File: src/rtl/ifu_prefetch.sv
// Instruction prefetch unit: issues word reads to instruction memory, predecodes
// each returned word for a static branch prediction, and buffers the results in a
// small in-order queue. Taken predictions redirect fetch; flush overrides everything.
module ifu_prefetch #(
  parameter int               XLEN     = 32,
  parameter int               DEPTH    = 4,
  parameter int               ADDR_W   = 14,
  parameter logic [XLEN-1:0]  RESET_PC = {XLEN{1'b0}}
) (
  input  logic              clk,
  input  logic              rst,
  input  logic              fetch_en,
  input  logic              flush_flag,
  input  logic [XLEN-1:0]   flush_addr,
  output logic              imem_req,
  output logic [ADDR_W-1:0] imem_addr,
  input  logic [31:0]       imem_rdata,
  output logic              out_valid,
  input  logic              out_ready,
  output logic [XLEN-1:0]   out_pc,
  output logic [31:0]       out_instr,
  output logic              out_pred_taken,
  output logic [XLEN-1:0]   out_pred_target
);

  localparam int              PTR_W      = $clog2(DEPTH);
  localparam logic [PTR_W:0]  DEPTH_C    = (PTR_W+1)'(DEPTH);
  localparam logic [PTR_W:0]  CNT_ZERO   = {(PTR_W+1){1'b0}};
  localparam logic [PTR_W:0]  CNT_ONE    = (PTR_W+1)'(1'b1);
  localparam logic [PTR_W-1:0] PTR_ZERO  = {PTR_W{1'b0}};
  localparam logic [PTR_W-1:0] PTR_ONE   = PTR_W'(1'b1);
  localparam logic [XLEN-1:0] PC_STEP    = XLEN'(3'd4);
  localparam logic [XLEN-1:0] FLUSH_MASK = ~(XLEN'(2'b11));
  localparam logic [6:0]      OP_JAL     = 7'b1101111;
  localparam logic [6:0]      OP_BRANCH  = 7'b1100011;

  // Static prediction: JAL always taken, conditional branches taken when backward.
  function automatic logic pred_taken_f(input logic [31:0] instr);
    case (instr[6:0])
      OP_JAL:    pred_taken_f = 1'b1;
      OP_BRANCH: pred_taken_f = instr[31];
      default:   pred_taken_f = 1'b0;
    endcase
  endfunction

  // Predicted next PC; the sign-extended immediate wraps modulo 2^XLEN.
  function automatic logic [XLEN-1:0] pred_target_f(input logic [XLEN-1:0] pc,
                                                    input logic [31:0]     instr);
    logic [XLEN-1:0] j_imm;
    logic [XLEN-1:0] b_imm;
    j_imm = {{(XLEN-20){instr[31]}}, instr[19:12], instr[20], instr[30:21], 1'b0};
    b_imm = {{(XLEN-12){instr[31]}}, instr[7], instr[30:25], instr[11:8], 1'b0};
    case (instr[6:0])
      OP_JAL:    pred_target_f = pc + j_imm;
      OP_BRANCH: pred_target_f = instr[31] ? (pc + b_imm) : (pc + PC_STEP);
      default:   pred_target_f = pc + PC_STEP;
    endcase
  endfunction

  logic [XLEN-1:0]  fpc_r;
  logic [XLEN-1:0]  req_pc_r;
  logic             inflight_r;
  logic             squash_r;
  logic [PTR_W-1:0] head_r;
  logic [PTR_W-1:0] tail_r;
  logic [PTR_W:0]   count_r;

  logic [XLEN-1:0]  q_pc_r     [DEPTH];
  logic [31:0]      q_instr_r  [DEPTH];
  logic             q_taken_r  [DEPTH];
  logic [XLEN-1:0]  q_target_r [DEPTH];

  logic             req_s;
  logic             push_s;
  logic             pop_s;
  logic             valid_s;
  logic             resp_taken_s;
  logic [XLEN-1:0]  resp_target_s;
  logic             redirect_s;

  // Request gating, response predecode and queue handshake decisions.
  always_comb begin
    req_s         = rst && fetch_en && !flush_flag &&
                    ((count_r + {{PTR_W{1'b0}}, inflight_r}) < DEPTH_C);
    push_s        = rst && inflight_r && !squash_r && !flush_flag;
    valid_s       = rst && (count_r != CNT_ZERO);
    pop_s         = valid_s && out_ready && !flush_flag;
    resp_taken_s  = pred_taken_f(imem_rdata);
    resp_target_s = pred_target_f(req_pc_r, imem_rdata);
    redirect_s    = push_s && resp_taken_s;
  end

  assign imem_req  = req_s;
  assign imem_addr = fpc_r[ADDR_W+1:2];
  assign out_valid = valid_s;

  // Fetch PC, in-flight tracking and queue pointers; flush beats redirect beats +4.
  always_ff @(posedge clk) begin
    if (!rst) begin
      fpc_r      <= RESET_PC;
      req_pc_r   <= {XLEN{1'b0}};
      inflight_r <= 1'b0;
      squash_r   <= 1'b0;
      head_r     <= PTR_ZERO;
      tail_r     <= PTR_ZERO;
      count_r    <= CNT_ZERO;
    end else if (flush_flag) begin
      fpc_r      <= flush_addr & FLUSH_MASK;
      inflight_r <= 1'b0;
      squash_r   <= 1'b0;
      head_r     <= PTR_ZERO;
      tail_r     <= PTR_ZERO;
      count_r    <= CNT_ZERO;
    end else begin
      if (redirect_s) begin
        fpc_r <= resp_target_s;
      end else if (req_s) begin
        fpc_r <= fpc_r + PC_STEP;
      end
      if (req_s) begin
        req_pc_r <= fpc_r;
      end
      inflight_r <= req_s;
      squash_r   <= req_s && redirect_s;
      if (push_s) begin
        tail_r <= tail_r + PTR_ONE;
      end
      if (pop_s) begin
        head_r <= head_r + PTR_ONE;
      end
      case ({push_s, pop_s})
        2'b10:   count_r <= count_r + CNT_ONE;
        2'b01:   count_r <= count_r - CNT_ONE;
        default: count_r <= count_r;
      endcase
    end
  end

  // Store the predecoded response in the tail slot.
  always_ff @(posedge clk) begin
    if (push_s) begin
      q_pc_r[tail_r]     <= req_pc_r;
      q_instr_r[tail_r]  <= imem_rdata;
      q_taken_r[tail_r]  <= resp_taken_s;
      q_target_r[tail_r] <= resp_target_s;
    end
  end

  // Present the head entry, or zeros while the queue is empty or in reset.
  always_comb begin
    if (valid_s) begin
      out_pc          = q_pc_r[head_r];
      out_instr       = q_instr_r[head_r];
      out_pred_taken  = q_taken_r[head_r];
      out_pred_target = q_target_r[head_r];
    end else begin
      out_pc          = {XLEN{1'b0}};
      out_instr       = 32'h0000_0000;
      out_pred_taken  = 1'b0;
      out_pred_target = {XLEN{1'b0}};
    end
  end

endmodule
File: config.mk
export PLATFORM = sky130hd
export DESIGN_NAME = ifu_prefetch
export DESIGN_NICKNAME = d
export VERILOG_FILES = /design/src/rtl/ifu_prefetch.sv
export SDC_FILE = /design/constraint.sdc
export NUM_CORES = 1
export LEC_CHECK = 0
export ABC_AREA = 0
export CORE_ASPECT_RATIO = 1.25
export CORE_MARGIN = 2
export CORE_UTILIZATION = 45
export CTS_BUF_LIST = sky130_fd_sc_hd__clkbuf_2 sky130_fd_sc_hd__clkbuf_4 sky130_fd_sc_hd__clkbuf_8
export DETAILED_ROUTE_END_ITERATION = 8
export SLEW_MARGIN = 20
export SYNTH_ARGS = -nofsm -noshare
export SYNTH_HDL_FRONTEND = slang
export SYNTH_SLANG_ARGS = --single-unit
File: constraint.sdc
create_clock -name clk -period 4.25 [get_ports clk]
set_input_delay 0.85 -clock clk [delete_from_list [all_inputs] [get_ports clk]]
set_output_delay 0.85 -clock clk [all_outputs]
set_load 0.01 [all_outputs]
* Yosys cells after proc, flatten, opt, wreduce, memory -nomap -nowiden
Memory sizes are Yosys's and may differ from the RTL's. A register that Yosys moved wholly into a read port is not among the register bits.
Cells that the tools add are included.
** Word-level totals
- Bits in writable memories :: 388
- Memories :: 4
- Output and inout bits :: 113
- Word-level logic and storage cells :: 68
- Flip-flop bits (word level) :: 73
- Bits of input ports :: 69
** Cells by class
- Equal/unequal tests :: 4
- Reductions and logical operators :: 19
- Mux-type cells :: 21
- $add $sub $neg :: 9
- Bitwise operators :: 2
- Order comparisons :: 1
** Memories
- q_instr_r :: words 4, bits a word 32, rd ports 1, clocked after memory_dff 1, wr ports 1, RTL line 69 : logic [31:0] q_instr_r [DEPTH];
- q_pc_r :: words 4, bits a word 32, rd ports 1, clocked after memory_dff 1, wr ports 1, RTL line 68 : logic [XLEN-1:0] q_pc_r [DEPTH];
- q_target_r :: words 4, bits a word 32, rd ports 1, clocked after memory_dff 1, wr ports 1, RTL line 71 : logic [XLEN-1:0] q_target_r [DEPTH];
- q_taken_r :: words 4, bits a word 1, rd ports 1, clocked after memory_dff 1, wr ports 1, RTL line 70 : logic q_taken_r [DEPTH];
** Operator list (number)
- 2-to-1 mux 32 bit :: 7
- adder 32 x 3 -> 32 bit, second input constant :: 2
- adder 32 bit :: 2
- one-hot mux 32 bit (2 select lines) :: 1
- 2-to-1 mux 2 bit :: 8
- == test 7 bit, second input constant :: 2
- logical AND 1 bit :: 11
- one-hot mux 3 bit (2 select lines) :: 1
- nonzero test 3 bit :: 2
- adder 2 x 1 -> 2 bit, second input constant :: 2
- nonzero test 2 bit :: 2
- adder 3 x 1 -> 3 bit :: 1
- adder 3 x 1 -> 3 bit, second input constant :: 1
- less-than comparator 3 bit, second input constant :: 1
- 2-to-1 mux 1 bit :: 3
- subtractor 3 x 1 -> 3 bit, second input constant :: 1
- == test 2 x 1 -> 1 bit, second input constant :: 1
- == test 2 bit, second input constant :: 1
- zero test 1 bit :: 2
- NOT 1 bit :: 2
- one-hot mux 1 bit (2 select lines) :: 1
- AND reduction 2 bit :: 1
- OR reduction 2 bit :: 1

* Longest topological paths before layout
Gate-level depths: netlist (run 1).
- Depth in word-level cells :: 6
- Gate-level depth with buffers :: 12
- Depth with buffers taken out :: 10

* Worst setup path after synthesis (run 1)
Ideal clock, no wire load.
- Path kind :: input -> register
- Start point :: input rst
- End point :: memory q_instr_r[0][0] (enable)
- Data arrival time :: 3.515 ns
- Buffers on the path :: 1
- Stages on the path :: 3
- Setup slack :: 0.269 ns
- Setup time :: 0.466 ns
- Cell sequence :: buf_2 -> nor2b_2 -> and3_1
** On the way
- Cells in the longest elaborated chain, start to end :: 5
** Ends and longest elaborated chain
- from (decl) :: RTL line 11 : input logic rst,
- logical AND 1 bit (3 in a row) :: RTL line 85 : push_s = rst && inflight_r && !squash_r && !flush_flag;
- 2-to-1 mux 1 bit :: RTL line 141 : if (push_s) begin
- 2-to-1 mux 1 bit (implied by the code) :: RTL line 143 : q_instr_r[tail_r] <= imem_rdata;
- to (decl) :: RTL line 69
No other way between the ends.

* Worst setup path in the final report (run 1)
- Start point :: register count_r[1]
- End point :: output out_pred_target[31]
** On the way
- Cells in the longest elaborated chain, start to end :: 3
** Ends and longest elaborated chain
- from (decl) :: RTL line 66 : logic [PTR_W:0] count_r;
- from (signal assigned) :: RTL line 132 : 2'b10: count_r <= count_r + CNT_ONE;
- from (signal assigned) :: RTL line 133 : 2'b01: count_r <= count_r - CNT_ONE;
- from (signal assigned) :: RTL line 134 : default: count_r <= count_r;
- nonzero test 3 bit :: RTL line 86 : valid_s = rst && (count_r != CNT_ZERO);
- logical AND 1 bit :: RTL line 86
- 2-to-1 mux 32 bit :: RTL line 151 : if (valid_s) begin
- to (decl) :: RTL line 23 : output logic [XLEN-1:0] out_pred_target
No other way between the ends.

==> results.py, run 1 <==
metrics = {
    "die": {
        "io_pins": 182,
        "rows": 91,
        "die_w_um": 203.9,
        "coreArea_mm2": 0.04930,
        "dieArea_mm2": 0.05177,
        "dieHeight_um": 253.9,
        "initial_utilization_pct": 45.60,
    },
    "placed_design": {
        "io_buffers": 179,
        "place_congestion": 0.9029,
        "dp_cells": 2516,
        "dpl.hpwl_mm": 43.82,
        "pre_cts_slack_ns": 0.003328,
        "place_area_mm2": 0.02545,
    },
    "synthesis": {
        "ys_warn_count": 0,
        "synthCells": 1709,
        "postSynthAreaPerCell_um2": 13.15,
        "synth_sequential_area_ratio_pct": 57.97,
        "ys_ff_latch": 459,
        "async_reset_ff_share_pct": 0,
        "synthesis.area_mm2": 0.02248,
        "syn-num-nets": 1831,
        "ys_types": 89,
        "synth-main-ff-cell": "edfxtp_1",
        "synth-edff-count": 384,
    },
    "setup_path": {
        "crit_chain": "or3_2 > buf_4 > and3_1 > clkdlybuf4s50_1",
        "path_class": "reg2out",
        "critical_path.max_stage_delay_ns": 0.56,
        "arrival_ns": 3.04,
        "cp-end-kind": "primary output",
        "worstPathMaxFanout": 43,
        "crit_required_ns": 3.40,
        "slowest_stage": "or3_2",
        "cp-start-kind": "register",
    },
    "drt": {
        "dr_wl_met2_mm": 33.35,
        "routed.top_layer": "met4",
        "detail-route-antenna-nets": 0,
        "drtPass1Iterations": 5,
        "m1WireLength_mm": 25.65,
        "via_count": 15285,
        "detail_route.wl_per_cell_um": 23.97,
        "totalWireLength_mm": 63.40,
        "drt_iter0_drc": 1099,
        "wl_met3_mm": 2.369,
        "drcViolationCount": 0,
        "via_per_inst": 5.779,
    },
    "global_routing": {
        "grt_start_max_net_pins": 163,
        "grt.overflow.total": 0,
        "grt_pass1_vias": 15601,
        "grt_usage_pct": 24.73,
        "grt_pass1_wl_mm": 95.16,
        "antenna_found_initial": 1,
    },
    "timing": {
        "fin_ws_ns": 0.3608,
        "fmax_mhz": 257.1,
        "finalCriticalPeriod_ns": 3.889,
        "max_slew.worst_pin.slew_ns": 0.7407,
        "rsz0062_at_grt": "false",
        "setup_viol": 0,
        "worst_clock_skew_ns": 0.02413,
        "final.hold.worst_slack_ns": 0.4645,
        "drv_slew": 0,
        "relSlewSlack_pct": 50.10,
        "finalHoldViolCount": 0,
        "timing.final.crit_share_pct": 91.51,
        "finalSetupTns_ns": 0,
    },
    "final_layout": {
        "finalNonFillerCells": 2645,
        "drive_above_1_share_pct": 18.31,
        "fillerInstances": 4136,
        "final_common_cell": "edfxtp_1",
        "final_area_mm2": 0.02693,
        "fin_nets": 2062,
        "synthToLayoutAreaGrowth_pct": 19.79,
        "mostFrequentLayoutCells": "384 x edfxtp_1, 178 x clkdlybuf4s50_1, 143 x nand2_1",
    },
    "clock_network": {
        "clk-insertion-delay-late_ns": 0.65,
        "path_clk_slew_ns": 0.07,
        "cts_sinks": 459,
        "cts_resized": 0,
        "htree_levels": 3,
        "cts_buffers": 73,
        "ctsRootBufferMaster": "clkbuf_8",
        "ctsHoldBuffers": 0,
        "cts_setup_buffers": 0,
        "cts_tree": "done",
        "clk_path_buf_depth": 3,
    },
    "power": {
        "vdd_drop_max_v": 0.0002114,
        "p_leak_uw": 0.009448,
        "powerDensity_mw_per_mm2": 346.9,
    },
    "status": {
        "status": "finished, final reports clean",
    },
    "worst_hold_path": {
        "min_path_type": "reg2reg",
    },
    "flow_run": {
        "maxCapViolCount": 0,
    },
}
layout make-up:
cell class	instances	area (um2)	share of cell area, %
clock inverter	30	254.0	0.9432
sequential	459	13040	48.42
clock buffer	98	1217	4.521
tap	651	814.5	3.025
antenna	1	2.502	0.009293
multi-input combinational	1095	8766	32.55
inverter	29	108.9	0.4042
timing repair buffer	282	2725	10.12
flip-flops by register name, summed over array words and instances (netlist names), named ones only:
| signal | cells |
|---|---|
| inflight_r | 1 |
| q_instr_r | 128 |
| squash_r | 1 |
| q_pc_r | 124 |
| head_r | 2 |
| fpc_r | 30 |
| q_target_r | 128 |
| q_taken_r | 4 |
| count_r | 3 |
| req_pc_r | 32 |
| tail_r | 2 |
cells in the mapped netlist, types with 16 or more instances:
cell	instances	area [um2]
nand2_1	143	536.8
nor3_1	23	115.1
clkbuf_1	64	240.2
xnor2_1	40	350.3
a21oi_1	71	355.3
a211oi_1	16	120.1
edfxtp_1	384	11530
xor2_1	44	385.4
mux4_2	96	2162
nand3_1	39	195.2
a31oi_1	18	112.6
ha_1	50	625.6
o211ai_1	17	127.6
o21ai_0	59	295.3
nor2_1	80	300.3
and3_1	122	763.2
buf_2	34	170.2
a21o_1	20	150.1
buf_4	19	142.6
dfxtp_1	75	1501
inv_1	27	101.4
nand4_1	30	187.7
a21boi_0	33	247.7
worst paths after layout:
path / startpoint / to / slack, ns / cells past startpoint
setup / recovery: count_r[1] / out_pred_target[31] / 0.36 / 4
hold / removal: register / req_pc_r[0] / 0.46 / 2
setup reg to reg: req_pc_r[1] / q_target_r[0][19] / 0.89 / 11
hold reg to reg: register / req_pc_r[0] / 0.46 / 2
power breakdown:
group,switching [uW],internal (uW)
Combinational,344,243
Sequential,48.5,4890
Clock,1710,2110
critical path, delay by kind of cell (launching register included):
family                 cells  cell delay [ns]
buffers and inverters      2             1.06
AND/OR/NAND/NOR            2             0.86
flip-flops                 1             0.38
routing by layer:
layer	GRT usage, %	up-vias
met4	9.927	0
met3	3.167	104
met1	30.19	7707
met5	0	-
met2	44.29	377
li1	-	7097
kinds of logic after synthesis:
family	after synthesis	synth area share (%)
xor gates and xnor gates	84	3.273
and+or+nand+nor	494	11.25
buffers and inverters	155	3.150
DFF	459	57.97
adders and majority gates	53	3.050
AOI/OAI and AO/OA	360	11.33
muxes	104	9.974
stage by stage:
step                power (uW)  util (%)
finish                    9343     54.62
global route              9678     54.62
CTS                       9453     54.62
detailed placement        5615     51.63
global placement          5608     51.63
floorplan                 5338         -
Note: power is estimated with default switching activity, not from simulation.
==> run 2: changes to the inputs <==
Settings changed: PLACE_DENSITY_LB_ADDON set to 0.25.
==> results.py, run 2 (synthesized netlist as in run 1, its figures left out) <==
metrics = {
    "final_layout": {
        "mostFrequentLayoutCells": "384 x edfxtp_1, 178 x clkdlybuf4s50_1, 143 x nand2_1",
        "drive_above_1_share_pct": 18.28,
        "top_regs": "q_instr_r x128, q_target_r x128, q_pc_r x124",
        "final_common_cell": "edfxtp_1",
        "fin_nets": 2066,
        "synthToLayoutAreaGrowth_pct": 19.71,
    },
    "drt": {
        "drt_iter0_drc": 1127,
        "via_count": 15572,
        "drtPass1Iterations": 5,
        "detail-route-antenna-nets": 0,
        "drcViolationCount": 0,
        "detail_route.wl_per_cell_um": 24.10,
        "totalWireLength_mm": 63.97,
        "via_per_inst": 5.865,
    },
    "power": {
        "power_frac_seq_pct": 53.7,
        "p_leak_uw": 0.009415,
        "finalPower_uw": 9186,
        "power_frac_comb_pct": 6.4,
        "internal_power_uw": 7067,
        "vdd_drop_max_v": 0.0002574,
        "p_clk_share_pct": 39.8,
        "p_sw_uw": 2119,
        "powerDensity_mw_per_mm2": 341.3,
        "p_sw_share_pct": 23.07,
    },
    "clock_network": {
        "cts_sinks": 459,
        "clk_path_buf_depth": 3,
        "cts_buffers": 73,
        "path_clk_slew_ns": 0.06,
        "cts_tree": "done",
        "cts_setup_buffers": 0,
        "cts_resized": 0,
        "ctsRootBufferMaster": "clkbuf_8",
        "clk-insertion-delay-late_ns": 0.67,
        "ctsHoldBuffers": 0,
        "htree_levels": 3,
    },
    "timing": {
        "setup_viol": 0,
        "drv_slew": 0,
        "timing.final.crit_share_pct": 90.34,
        "finalSetupTns_ns": 0,
        "finalCriticalPeriod_ns": 3.839,
        "fmax_mhz": 260.5,
        "rsz0062_at_grt": "false",
        "relSlewSlack_pct": 47.08,
        "worst_clock_skew_ns": 0.04118,
        "max_slew.worst_pin.slew_ns": 0.7938,
        "finalHoldViolCount": 0,
        "final.hold.worst_slack_ns": 0.4744,
    },
    "die": {
        "dieHeight_um": 253.9,
        "io_pins": 182,
        "die_w_um": 203.9,
        "rows": 91,
        "dieArea_mm2": 0.05177,
        "coreArea_mm2": 0.04930,
        "initial_utilization_pct": 45.60,
    },
    "setup_path": {
        "r2r_end": "q_target_r[0][28]",
        "crit_chain": "buf_12 > mux4_2 > and3_1 > clkdlybuf4s50_1",
        "path_delay_family": "buffers and inverters",
        "rr_startpoint": "req_pc_r[2]",
        "cp-start-kind": "register",
        "cp-end-kind": "primary output",
        "arrival_ns": 2.99,
        "rr_worst_depth": 13,
        "crit_required_ns": 3.40,
        "slowest_stage": "dfxtp_4",
        "critical_path.max_stage_delay_ns": 0.68,
        "path_buf_inv": 2,
        "r2r_slack_ns": 0.92,
        "path_class": "reg2out",
        "worstPathMaxFanout": 31,
    },
    "global_routing": {
        "antenna_found_initial": 3,
        "grt_pass1_vias": 15804,
        "grt.overflow.total": 0,
        "grt_pass1_wl_mm": 95.42,
        "grt_usage_pct": 24.82,
        "grt_start_max_net_pins": 163,
    },
    "placed_design": {
        "place_congestion": 0.8944,
        "dpl.hpwl_mm": 44.24,
        "io_buffers": 179,
    },
    "worst_hold_path": {
        "min_path_type": "reg2reg",
        "holdPathStages": 2,
    },
    "status": {
        "status": "finished, final reports clean",
    },
    "flow_run": {
        "maxCapViolCount": 0,
    },
}
-- run 2: changes by cell type in the layout (fill, tap and decap cells not counted), moves of 2 or more --
cell | previous run | this run
clkinv_1 | 17 | 26
clkbuf_8 | 77 | 73
buf_4 | 91 | 94
clkinvlp_4 | 2 | 5
bufinv_16 | 4 | 2
clkinv_2 | 5 | 3
-- run 2: cell type report --
| class | count | area (um2) |
|---|---|---|
| fillers | 4079 | 22390 |
| flip-flops and latches | 459 | 13040 |
| multi-input cells | 1095 | 8766 |
| repair buffers | 286 | 2768 |
| clock buffers | 95 | 1170 |
| well taps | 651 | 814.5 |
| clock inverters | 38 | 240.2 |
| inverters | 29 | 108.9 |
| diodes | 2 | 5.005 |
-- run 2: how the worst max path moves through the flow --
stage                     depth (start not counted)                   to  slack [ns]      startpoint
after floorplan                                   3      q_instr_r[0][0]        0.27             rst
after detailed placement                         13    q_target_r[0][28]      0.0004  imem_rdata[27]
after global placement                           13    q_target_r[2][28]      -0.006  imem_rdata[27]
after global routing                              4  out_pred_target[25]        0.24        register
after CTS                                         4  out_pred_target[25]        0.27        register
final                                             4  out_pred_target[31]        0.41        register
-- run 2: metal layers --
| metal | GRT usage [%] | up-vias | share of wire [%] |
|---|---|---|---|
| met4 | 13.18 | 0 | 4.8 |
| li1 | - | 7127 | - |
| met3 | 3.270 | 134 | 4.6 |
| met2 | 43.56 | 480 | 52 |
| met5 | 0 | - | 0 |
| met1 | 29.69 | 7831 | 39 |
-- run 2: power by group through the flow --
stage                     combinational (uW)  clock, uW  sequential (uW)
after floorplan                          325          0             5010
after global placement                   579          0             5030
after detailed placement                 587          0             5030
after CTS                                590       3750             4940
after global routing                     637       3930             4940
final                                    591       3660             4940
-- run 2: metrics by stage --
stage | instances | util (%) | setup slack [ns] | area (um2)
CTS | 2653 | 54.58 | 0.2729 | 26910
global placement | 2520 | 51.72 | -0.006365 | 25500
finish | 2655 | 54.59 | 0.4107 | 26910
global route | 2655 | 54.59 | 0.2384 | 26910
detailed placement | 2520 | 51.72 | 0.0004396 | 25500
floorplan | 1709 | - | 0.2688 | 22480
-- run 2: worst reg2reg max path: cells and delay by family (launching register included) --
kind | cells | cell delay (ns)
AOI/OAI and AO/OA | 6 | 1.12
buffers and inverters | 4 | 0.78
DFF | 1 | 0.52
and+or+nand+nor | 2 | 0.39
adders and majority gates | 1 | 0.26
==> run 3: changes to the inputs <==
Settings changed: CORE_UTILIZATION 45 to 61, SLEW_MARGIN 20 to not set.
==> results.py, run 3 (synthesized netlist as in run 1, its figures left out) <==
metrics = {
    "flow_run": {
        "maxCapViolCount": 0,
    },
    "placed_design": {
        "place_congestion": 0.9268,
        "pre_cts_slack_ns": 0.08859,
        "dp_cells": 2328,
        "dpl.hpwl_mm": 40.56,
        "io_buffers": 179,
    },
    "global_routing": {
        "grt_start_max_net_pins": 163,
        "antenna_found_initial": 0,
        "grt.overflow.total": 0,
        "grt_usage_pct": 31.37,
        "grt_pass1_wl_mm": 90.84,
        "grt_pass1_vias": 15916,
    },
    "final_layout": {
        "fin_nets": 2041,
        "final_common_cell": "edfxtp_1",
        "antenna_cells": 0,
        "synthToLayoutAreaGrowth_pct": 18.03,
        "drive_above_1_share_pct": 18.17,
        "top_regs": "q_instr_r x128, q_target_r x128, q_pc_r x124",
        "final_util_pct": 73.08,
        "fillerInstances": 2463,
        "finalNonFillerCells": 2456,
        "mostFrequentLayoutCells": "384 x edfxtp_1, 178 x clkdlybuf4s50_1, 143 x nand2_1",
    },
    "timing": {
        "max_slew.worst_pin.slew_ns": 0.8487,
        "rsz0062_at_grt": "false",
        "fin_ws_ns": 0.4580,
        "timing.final.crit_share_pct": 89.22,
        "finalCriticalPeriod_ns": 3.792,
        "drv_slew": 0,
        "relSlewSlack_pct": 42.82,
        "fmax_mhz": 263.7,
        "setup_viol": 0,
        "finalHoldViolCount": 0,
        "worst_clock_skew_ns": 0.04447,
        "finalSetupTns_ns": 0,
    },
    "die": {
        "initial_utilization_pct": 61.92,
        "io_pins": 182,
        "rows": 78,
        "coreArea_mm2": 0.03630,
        "dieHeight_um": 218.6,
        "dieArea_mm2": 0.03841,
        "die_w_um": 175.7,
    },
    "setup_path": {
        "cp-end-kind": "primary output",
        "worstPathMaxFanout": 56,
        "slowest_stage": "or3_2",
        "crit_required_ns": 3.40,
        "cp-start-kind": "register",
        "critical_path.max_stage_delay_ns": 0.84,
        "crit_chain": "or3_2 > buf_12 > and3_1 > clkdlybuf4s50_1",
        "arrival_ns": 2.94,
        "path_class": "reg2out",
    },
    "clock_network": {
        "cts_tree": "done",
        "cts_sinks": 459,
        "path_clk_slew_ns": 0.06,
        "htree_levels": 3,
        "clk_path_buf_depth": 3,
        "clk-insertion-delay-late_ns": 0.66,
        "ctsHoldBuffers": 0,
        "ctsRootBufferMaster": "clkbuf_8",
        "cts_buffers": 69,
        "cts_setup_buffers": 0,
        "cts_resized": 0,
    },
    "worst_hold_path": {
        "min_path_type": "reg2reg",
    },
    "drt": {
        "drcViolationCount": 0,
        "detail_route.wl_per_cell_um": 24.21,
        "totalWireLength_mm": 59.45,
        "via_per_inst": 6.433,
        "drtPass1Iterations": 5,
        "drt_iter0_drc": 1548,
        "detail-route-antenna-nets": 0,
        "via_count": 15799,
    },
    "power": {
        "p_leak_uw": 0.009350,
        "powerDensity_mw_per_mm2": 346.2,
        "vdd_drop_max_v": 0.0002808,
        "finalPower_uw": 9186,
    },
    "status": {
        "status": "finished, final reports clean",
    },
}
run 3: power by group:
| group | total (uW) | switching, uW | internal (uW) |
|---|---|---|---|
| logic | 582 | 343 | 239 |
| registers | 4940 | 49.6 | 4890 |
| clock network | 3670 | 1690 | 1980 |
run 3: per-stage QoR:
stage / cell area [um2] / hold slack (ns)
floorplan: 22480 / 0.4366
global placement: 25110 / 0.4432
detailed placement: 25110 / 0.4555
CTS: 26530 / 0.4643
global route: 26530 / 0.4820
finish: 26530 / 0.4644
run 3: critical path: cells and delay by family (launching register included):
| kind | cells | cell delay (ns) |
|---|---|---|
| buffers and inverters | 2 | 0.86 |
| and+or+nand+nor | 2 | 1.06 |
| DFF | 1 | 0.35 |
run 3: layout make-up:
cell class | count | area (um2) | share of cell area, %
Clock inverter | 29 | 225.2 | 0.8488
Multi-Input combinational cell | 1095 | 8761 | 33.02
Sequential cell | 459 | 13040 | 49.15
Inverter | 29 | 108.9 | 0.4103
Timing Repair Buffer | 265 | 2597 | 9.790
Tap cell | 480 | 600.6 | 2.264
Clock buffer | 99 | 1200 | 4.522
run 3: worst paths after layout:
path          startpoint  cells after the start  slack [ns]                end
min reg2reg     register                      2        0.46           register
min             register                      2        0.46           register
max           count_r[2]                      4        0.46      out_instr[12]
max reg2reg  req_pc_r[8]                     10        0.92  q_target_r[1][27]
run 3: per-layer routing:
layer,vias up,GRT usage [%],wire length (um)
met4,0,15.40,2595
li1,7063,-,-
met5,-,0,0
met2,621,55.13,31140
met1,7986,38.83,22780
met3,129,3.410,2939
==> variant: new RTL, settings of run 3 <==
`DEPTH`: 4 -> 8.
--- a/src/rtl/ifu_prefetch.sv
+++ b/src/rtl/ifu_prefetch.sv
@@ -5,3 +5,3 @@
   parameter int               XLEN     = 32,
-  parameter int               DEPTH    = 4,
+  parameter int               DEPTH    = 8,
   parameter int               ADDR_W   = 14,
Function: not settled (the Yosys comparison gave no result); the edit may change what the design does.
==> variant against run 3 <==
- setup slack worse by 0.23 ns
- first-iteration DRC count is 43% higher
- synthesized cell count is 34% higher
- total power is 75% higher
- final area is 64% higher
- via count is 44% higher
- utilization hardly changed
- wire length is 61% higher
- sequential cell count is 388 higher
- combinational power is 16% higher
- critical path type is now in2reg
- area after synthesis is 63% higher
==> variant: results <==
group,metric,value,unit
synthesis,synth_edf_count,768,
detailed_routing,wl_met3,7100,µm
placed_design,place_hpwl,61400,µm
global_route,grtUsageTotal,31.2,%
global_route,grt_pass1_vias,23300,
detailed_routing,drt_iter0_drc,2213,
global_route,grt_pass1_wl,144000,µm
synthesis,synthTopCellsByCount,"768 x edfxtp_1, 192 x mux4_2, 185 x nor2_1",
global_route,grt_max_degree,61,
status,status,"complete, no violations",
global_route,grtUsageMet2,52.0,%
detailed_routing,met2WireLength,47900,µm
clock_network,numCtsBuffers,119,
synthesis,ys_seq_area_share,67.1,%
synthesis,syn_nets,2410,
power,powerSeq,9120,µW
critical_path,cp-endpoint,"fpc_r[27]",
critical_path,path_max_fanout,9,
synthesis,synthAdderAreaFrac,1.87,%
timing,worst_pin_slew,1.37,ns
timing,final.setup_skew,0.0436,ns
detailed_routing,vias_per_cell,6.37,
critical_path,crit_start,"imem_rdata[8]",
critical_path,r2r_start,"req_pc_r[2]",
global_route,gr-usage-met1,42.6,%
global_route,antenna_found_initial,1,
power,internal_power,12600,µW
synthesis,synth_compound_area_share,6.60,%
-- variant: changes by cell type after synthesis, sizes merged, moves of 11 or more --
cell,change
mux2i,+94
a211oi,-13
o211ai,-11
and3,-105
nor2,+103
a21oi,+41
mux4,+96
edfxtp,+384
clkbuf,+23
a21boi,-32
-- variant: logic make-up after synthesis --
family	Yosys count
flip-flops	847
AO/OA/AOI/OAI	360
buffers and inverters	165
adder cells (fa/ha/maj)	53
AND/OR/NAND/NOR	480
multiplexers	294
XOR/XNOR	89
-- variant: final cells by class --
class | count | share of cell area, %
Tap cell | 765 | 2.20
Sequential cell | 847 | 56.6
Antenna cell | 1 | 0.00575
Timing Repair Buffer | 421 | 9.12
Inverter | 25 | 0.215
Clock buffer | 158 | 4.52
Multi-Input combinational cell | 1276 | 26.4
Clock inverter | 64 | 0.974
-- variant: worst max-delay path, cell delays in order --
cell             delay, ns
clkdlybuf4s50_1       0.59
ha_1                  0.33
fa_1                  0.39
a211oi_1              0.39
o21ai_1               0.20
a21oi_1               0.19
buf_4                 0.15
o21bai_1              0.09
a311oi_1              0.40
o31ai_1               0.14
xor2_1                0.16
a221o_1               0.52
o21a_1                0.24
-- variant: metrics by stage --
| stage | utilization [%] | power, µW | hold WS [ns] | worst slack, ns | instances |
|---|---|---|---|---|---|
| final | 73.1 | 16100 | 0.457 | 0.227 | 3557 |
| after floorplan | - | 9590 | 0.432 | -0.208 | 2288 |
| after CTS | 73.0 | 16200 | 0.452 | 0.0617 | 3548 |
| after global routing | 73.1 | 16600 | 0.466 | 0.125 | 3557 |
| after detailed placement | 69.0 | 9950 | 0.444 | -0.440 | 3326 |
| after global placement | 69.0 | 9940 | 0.439 | -0.305 | 3326 |
